==> src/rtl/p_pkg.sv <==
// Widths and feeder state encoding shared by the message feeder and the Poly1305 tag engine.
// Pure declarations with no logic, latency or backpressure.
package p_pkg;

   localparam int P_BLK_W = 128;
   localparam int P_LEN_W = 65;
   localparam int P_WRD_W = 32;

   typedef enum logic [1:0] {
      ST_IDLE,
      ST_LOAD,
      ST_SERVE,
      ST_DRAIN
   } feed_state_t;

   // Keeps the bytes of a final word that lie inside the message; len_mod==0 means a full word.
   function automatic logic [P_WRD_W-1:0] last_word_mask(input logic [1:0] len_mod);
      logic [P_WRD_W-1:0] m;
      case (len_mod)
         2'd1:    m = 32'h0000_00FF;
         2'd2:    m = 32'h0000_FFFF;
         2'd3:    m = 32'h00FF_FFFF;
         default: m = 32'hFFFF_FFFF;
      endcase
      return m;
   endfunction

endpackage

==> src/rtl/p_blk_fifo.sv <==
// DEPTH x 128-bit synchronous block FIFO; a push is visible at head the next cycle.
// Writes while full and reads while empty are ignored; the caller stalls on full/empty.
module p_blk_fifo
   import p_pkg::*;
#(
   parameter int DEPTH = 4
) (
   input  logic               clk,
   input  logic               rst_n,
   input  logic               push,
   input  logic [P_BLK_W-1:0] push_dat,
   input  logic               pop,
   output logic [P_BLK_W-1:0] head_dat,
   output logic               full,
   output logic               empty
);

   localparam int AW = $clog2(DEPTH);

   logic [AW:0]        wr_ptr;
   logic [AW:0]        rd_ptr;
   logic [P_BLK_W-1:0] mem [DEPTH];
   logic               do_push;
   logic               do_pop;

   assign do_push  = push && !full;
   assign do_pop   = pop && !empty;
   assign empty    = (wr_ptr == rd_ptr);
   assign full     = (wr_ptr[AW] != rd_ptr[AW]) && (wr_ptr[AW-1:0] == rd_ptr[AW-1:0]);
   assign head_dat = mem[rd_ptr[AW-1:0]];

   always_ff @(posedge clk or negedge rst_n) begin
      if (!rst_n) begin
         wr_ptr <= '0;
         rd_ptr <= '0;
      end else begin
         if (do_push) wr_ptr <= wr_ptr + (AW+1)'(1);
         if (do_pop)  rd_ptr <= rd_ptr + (AW+1)'(1);
      end
   end

   // Storage needs no reset: head is only consumed once the pointers say it is valid.
   always_ff @(posedge clk) begin
      if (do_push) mem[wr_ptr[AW-1:0]] <= push_dat;
   end

endmodule

==> src/rtl/p_msg_feed.sv <==
// Packs 32-bit LE words into 128-bit blocks for the Poly1305 engine; start/block pulse 1 cycle after pop.
// Upstream stalls via o_ready when the block FIFO is full; P_FEED_PROTO_CHK_EN builds the o_err checker.
module p_msg_feed
   import p_pkg::*;
#(
   parameter int DEPTH = 4,
   parameter int LEN_W = P_LEN_W
) (
   input  logic               i_clk,
   input  logic               i_rstn,
   input  logic               i_msg_start,
   input  logic [LEN_W-1:0]   i_msg_len,
   input  logic               i_valid,
   input  logic [P_WRD_W-1:0] i_data,
   output logic               o_ready,
   input  logic               i_rqst_msg,
   input  logic               i_tag_done,
   output logic               o_start,
   output logic               o_en_msg,
   output logic [P_BLK_W-1:0] o_msg,
   output logic [LEN_W-1:0]   o_len_msg,
   output logic               o_busy,
   output logic               o_err
);

   feed_state_t        state, state_nxt;
   logic [LEN_W-1:0]   words_left;
   logic [LEN_W-1:0]   blk_left;
   logic [1:0]         word_idx;
   logic               pending;
   logic               zero_push;
   logic [P_BLK_W-1:0] asm_q;
   logic [P_BLK_W-1:0] asm_with;

   logic [LEN_W-1:0]   nwrd_in;
   logic [LEN_W-1:0]   nblk_lat;
   logic               accept;
   logic               last_wrd;
   logic               blk_done;
   logic [P_WRD_W-1:0] wrd_in;
   logic               rqst_take;

   logic               fifo_push;
   logic               fifo_pop;
   logic [P_BLK_W-1:0] fifo_push_dat;
   logic [P_BLK_W-1:0] fifo_head;
   logic               fifo_full;
   logic               fifo_empty;

   assign nwrd_in  = (i_msg_len >> 2) + LEN_W'(i_msg_len[1:0] != 2'b0);
   assign nblk_lat = (o_len_msg == '0) ? LEN_W'(1)
                   : (o_len_msg >> 4) + LEN_W'(o_len_msg[3:0] != 4'b0);

   assign last_wrd = (words_left == LEN_W'(1));
   assign blk_done = (word_idx == 2'd3) || last_wrd;
   assign o_ready  = o_busy && (words_left != '0) && !(fifo_full && blk_done);
   assign accept   = i_valid && o_ready;
   assign wrd_in   = i_data & (last_wrd ? last_word_mask(o_len_msg[1:0]) : '1);

   always_comb begin
      asm_with = asm_q;
      asm_with[{word_idx, 5'd0} +: P_WRD_W] = wrd_in;
   end

   // An empty message still owes the engine one all-zero block.
   assign fifo_push     = (accept && blk_done) || zero_push;
   assign fifo_push_dat = zero_push ? '0 : asm_with;

   assign rqst_take = i_rqst_msg && (state == ST_SERVE) && !pending && (blk_left != '0);

   always_comb begin
      state_nxt = state;
      fifo_pop  = 1'b0;
      case (state)
         ST_IDLE:  if (i_msg_start) state_nxt = ST_LOAD;
         ST_LOAD: begin
            if (!fifo_empty) begin
               fifo_pop  = 1'b1;
               state_nxt = ST_SERVE;
            end
         end
         ST_SERVE: begin
            if (pending && !fifo_empty) fifo_pop = 1'b1;
            else if ((blk_left == '0) && !pending) state_nxt = ST_DRAIN;
         end
         ST_DRAIN: if (i_tag_done) state_nxt = ST_IDLE;
         default:  state_nxt = ST_IDLE;
      endcase
   end

   always_ff @(posedge i_clk or negedge i_rstn) begin
      if (!i_rstn) begin
         state      <= ST_IDLE;
         words_left <= '0;
         blk_left   <= '0;
         word_idx   <= '0;
         pending    <= 1'b0;
         zero_push  <= 1'b0;
         asm_q      <= '0;
         o_start    <= 1'b0;
         o_en_msg   <= 1'b0;
         o_msg      <= '0;
         o_len_msg  <= '0;
         o_busy     <= 1'b0;
      end else begin
         state     <= state_nxt;
         o_start   <= 1'b0;
         o_en_msg  <= 1'b0;
         zero_push <= 1'b0;

         if ((state == ST_IDLE) && i_msg_start) begin
            o_len_msg  <= i_msg_len;
            o_busy     <= 1'b1;
            words_left <= nwrd_in;
            word_idx   <= '0;
            asm_q      <= '0;
            zero_push  <= (i_msg_len == '0);
         end else if (accept) begin
            words_left <= words_left - LEN_W'(1);
            word_idx   <= word_idx + 2'd1;
            asm_q      <= blk_done ? '0 : asm_with;
         end

         if (fifo_pop) begin
            o_msg <= fifo_head;
            if (state == ST_LOAD) begin
               o_start  <= 1'b1;
               blk_left <= nblk_lat - LEN_W'(1);
            end else begin
               o_en_msg <= 1'b1;
               blk_left <= blk_left - LEN_W'(1);
            end
         end

         if (fifo_pop)       pending <= 1'b0;
         else if (rqst_take) pending <= 1'b1;

         if ((state == ST_DRAIN) && i_tag_done) o_busy <= 1'b0;
      end
   end

`ifdef P_FEED_PROTO_CHK_EN
   logic rqst_bad;
   logic word_bad;

   assign rqst_bad = i_rqst_msg && ((state == ST_IDLE) || (state == ST_LOAD) ||
                                    pending || (blk_left == '0));
   assign word_bad = i_valid && o_busy && (words_left == '0);

   always_ff @(posedge i_clk or negedge i_rstn) begin
      if (!i_rstn)                   o_err <= 1'b0;
      else if (rqst_bad || word_bad) o_err <= 1'b1;
   end
`else
   assign o_err = 1'b0;
`endif

   p_blk_fifo #(
      .DEPTH (DEPTH)
   ) u_fifo (
      .clk      (i_clk),
      .rst_n    (i_rstn),
      .push     (fifo_push),
      .push_dat (fifo_push_dat),
      .pop      (fifo_pop),
      .head_dat (fifo_head),
      .full     (fifo_full),
      .empty    (fifo_empty)
   );

endmodule

==> config.mk <==
export PLATFORM = sky130hd
export DESIGN_NAME = p_msg_feed
export DESIGN_NICKNAME = d
export VERILOG_FILES = /design/src/rtl/p_pkg.sv /design/src/rtl/p_blk_fifo.sv /design/src/rtl/p_msg_feed.sv
export SDC_FILE = /design/constraint.sdc
export NUM_CORES = 2
export LEC_CHECK = 0
export ABC_AREA = 0
export BUFFER_PORTS_ARGS = -buffer_cell sky130_fd_sc_hd__buf_2
export CAP_MARGIN = 10
export CORE_MARGIN = 2
export CORE_UTILIZATION = 61
export DETAILED_ROUTE_END_ITERATION = 8
export PLACE_DENSITY = 0.8
export SLEW_MARGIN = 20
export SYNTH_ARGS = -nofsm -noshare
export SYNTH_HDL_FRONTEND = slang
export SYNTH_SLANG_ARGS = --single-unit
==> constraint.sdc <==
create_clock -name i_clk -period 6.6 [get_ports i_clk]
set_input_delay 0 -clock i_clk [delete_from_list [all_inputs] [get_ports i_clk]]
set_output_delay 0 -clock i_clk [all_outputs]
set_load 0.005 [all_outputs]
==> qor.yml <==
wl_per_cell_um: 24.31
wl_um: 129300
synth_fp_nets: 4135
root_buffer: "clkbuf_16"
clock_path_buffers: 3
synth_adder_area_share_pct: 0.7145
reg2reg_depth: 15
comb_power_share_pct: 19.0
peakVddDrop_uv: 307.4
num_vias: 34157
yosys_warnings: 0
instances_no_fill: 5320
final_max_slew_viol_count: 0
ctsResizeCount: 0
drc: 0
tns_ns: 0
cts.clk_slew.worst_paths_ns: 0.06
synth_area_per_cell_um2: 11.37
fmax_ghz: 0.1999
ys_seq_area_share_pct: 59.38
drtAntennaViolNets: 0
async_reset_ff_share_pct: 47.65
synth_mux_area_share_pct: 6.543
ys_ff_latch: 978
synth-compound-area-share_pct: 7.936
dieArea_um2: 76840
grt_pass1_wl_um: 199700
period_needed_ns: 5.001
drtIter0Drc: 4289
dp_hpwl_um: 81440
grt-ovfl-total: 0
synth_top_family_by_area: "simple AND/OR/NAND/NOR gates"
finClkSkew_ns: 0.04085
cp.arrival_ns: 5.57
io_pins: 301
first_global_vias: 33715
grt_max_degree: 158
placed_cells: 5048
grt_usage_pct: 33.67
nets: 4397
hold_violations: 0
final_core_utilization_pct: 69.95
fin_crit_sh_pct: 75.78
fin_ws_ns: 1.599
p_seq_share_pct: 45.5
power_density_nw_per_um2: 307.0
cts_buffers: 97
clkPwrFrac_pct: 35.4
fp.dieW_um: 277.2
synth_top_area_cell: "edfxtp_1"
gp_congestion: 1.017
crit_fanout: 9
synth_edf_count: 512
yosys.area_share.simple_pct: 18.38
cp.required_ns: 7.17
die_y_um: 277.2
drv_cap: 0
yosysTopAreaCellShare_pct: 33.77
portBuffers: 299
power_switching_share_pct: 29.60
clock_sinks: 978
postSynthCellCount: 4006
p_sw_w: 0.004716
final_area_um2: 51900
critPathKind: "reg2reg"
tightest_slew_ns: 1.169
dp_slack_ns: 1.647
yosysUniqueCellTypes: 79
synth_flop_cell: "edfxtp_1"
syn_area_um2: 45530
drive_gt1_share_pct: 15.45
cts_tree: "built"
row_count: 100
crit_start: "o_len_msg[0]"
drt_first_pass_iters: 6
start_util_pct: 61.37
antenna_found_initial: 3
r2r_start: "o_len_msg[0]"
intPower_w: 0.01122
reg2reg_to: "blk_left[46]"
synthTopCellsByArea: "edfxtp_1 (34%), dfrtp_1 (26%), mux4_2 (6.3%), nand2_1 (6.2%), nor2_1 (2.7%)"
outcome: "completed"
placed_cell_area_um2: 47720
synth-xor-area-share_pct: 4.444
area_growth_pct: 13.98
leakagePower_nw: 20.22
viasPerCell: 6.420
htree_levels: 3
clk_latency_ns: 0.68
coreArea_um2: 74200
crit_path_start_kind: "flip-flop"
reg2reg_slack_ns: 1.60
hold_path.class: "in2async"
cp-end-kind: "flip-flop"
relSlewSlack_pct: 22.04
rsz0062_at_grt: "no"
setup_viol: 0
-- synthesized netlist by cell type, drive strengths merged (6+ instances only) --
cell / n
nand2: 755
edfxtp: 512
dfrtp: 466
nor2: 326
clkbuf: 226
a21oi: 224
nor2b: 144
xnor2: 135
o21ai: 134
a22o: 129
mux4: 128
xor2: 96
nand3: 95
nor3: 91
nor4: 91
nand4: 59
inv: 38
and3: 37
buf: 37
and2: 35
ha: 26
or4: 21
or3: 19
and4: 16
a31oi: 13
o221ai: 13
a22oi: 12
nor3b: 11
nand2b: 10
or2: 10
nand3b: 9
and4b: 6
nand4b: 6
o22ai: 6
-- worst max path at each step --
stage	endpoint	slack (ns)
floorplan	u_fifo.mem[3][0]	0.66
CTS	blk_left[53]	1.63
finish	blk_left[46]	1.60
global route	blk_left[50]	1.20
detailed placement	blk_left[53]	1.65
global placement	blk_left[46]	1.70
-- cells in the final DEF, fill, tap and decap left out, types with 20 or more instances in the layout --
cell           Yosys  routed
and3_1            37      37
edfxtp_1         512     512
a21oi_1          224     223
dfrtp_1          466     463
nor3_1            89      88
nand4_1           58      58
a22o_1           129     129
ha_1              26      25
xor2_1            96      96
nand3_1           93      93
nor2b_1          144     144
and2_1            34      29
mux4_2           128     128
xnor2_1          135     135
clkbuf_1         218      22
nor4_1            87      86
nand2_1          754     753
clkinv_2           0      20
buf_4              5      29
buf_2             15     298
dlygate4sd3_1      0      89
inv_1             38      38
nor2_1           326     323
o21ai_0          130     129
clkbuf_16          0      97
-- stage by stage --
stage               total power (W)  hold slack, ns
CTS                         0.01596        0.006392
floorplan                  0.009070         -0.2956
detailed placement          0.01029          0.1223
finish                      0.01593         0.01512
global placement            0.01021          0.1111
global route                0.01659         0.02676
-- flip-flops by register name (all words and copies together), names as in the netlist --
signal	flops
o_msg	128
u_fifo.rd_ptr	3
state	2
word_idx	2
pending	1
o_en_msg	1
blk_left	65
o_busy	1
zero_push	1
words_left	65
u_fifo.mem	512
u_fifo.wr_ptr	3
o_len_msg	65
o_start	1
asm_q	128
-- logic make-up (layout without fill, tap and decap cells) --
family / count (synthesis) / count (layout)
compound gates: 574 / 574
xor+xnor: 231 / 231
fa+ha+maj: 26 / 26
buf+inv: 302 / 645
flops: 978 / 978
mux: 137 / 137
other cells: 1 / 3
simple gates: 1757 / 1757
-- what timing repair did --
item                      CTS  global route
setup buffers               0             0
hold buffers               89             0
hold endpoints to repair  412             0
-- critical path: stages, from the launching register on --
cell and delay [ns]:
dfrtp_1 0.37, inv_1 0.07, ha_1 0.23, nand2_1 0.08, ha_1 0.22, ha_1 0.29
nand3_1 0.25, nor4_4 0.52, mux2_2 0.39, nand4bb_1 0.24, or4b_4 0.60, nor3_4 0.36
nor3b_1 0.76, nand2_1 0.15, xnor2_1 0.16, a211oi_1 0.23
-- power groups by stage --
| stage | clock network (W) | registers (W) | logic [W] |
|---|---|---|---|
| finish | 0.00564 | 0.00726 | 0.00303 |
| global route | 0.00593 | 0.00732 | 0.00335 |
| CTS | 0.00569 | 0.00725 | 0.00302 |
| detailed placement | 0 | 0.00736 | 0.00293 |
| global placement | 0 | 0.00735 | 0.00286 |
| floorplan | 0 | 0.00723 | 0.00184 |
-- per-layer routing --
| metal | vias to the layer above | wire length [um] | GRT usage (%) |
|---|---|---|---|
| li1 | 14898 | - | - |
| met1 | 16885 | 50130 | 46.92 |
| met2 | 2014 | 60380 | 51.88 |
| met3 | 358 | 12730 | 6.167 |
| met4 | 2 | 6059 | 16.08 |
| met5 | - | 13 | 0 |
-- layout make-up --
cell class / count / area, um2
Antenna cell: 2 / 5.005
Clock buffer: 127 / 2620
Clock inverter: 53 / 626.9
Fill cell: 5033 / 22300
Inverter: 39 / 146.4
Multi-Input combinational cell: 2726 / 17450
Sequential cell: 978 / 27050
Tap cell: 969 / 1212
Timing Repair Buffer: 426 / 2794
No activity file was read; power rests on OpenSTA's default activity.
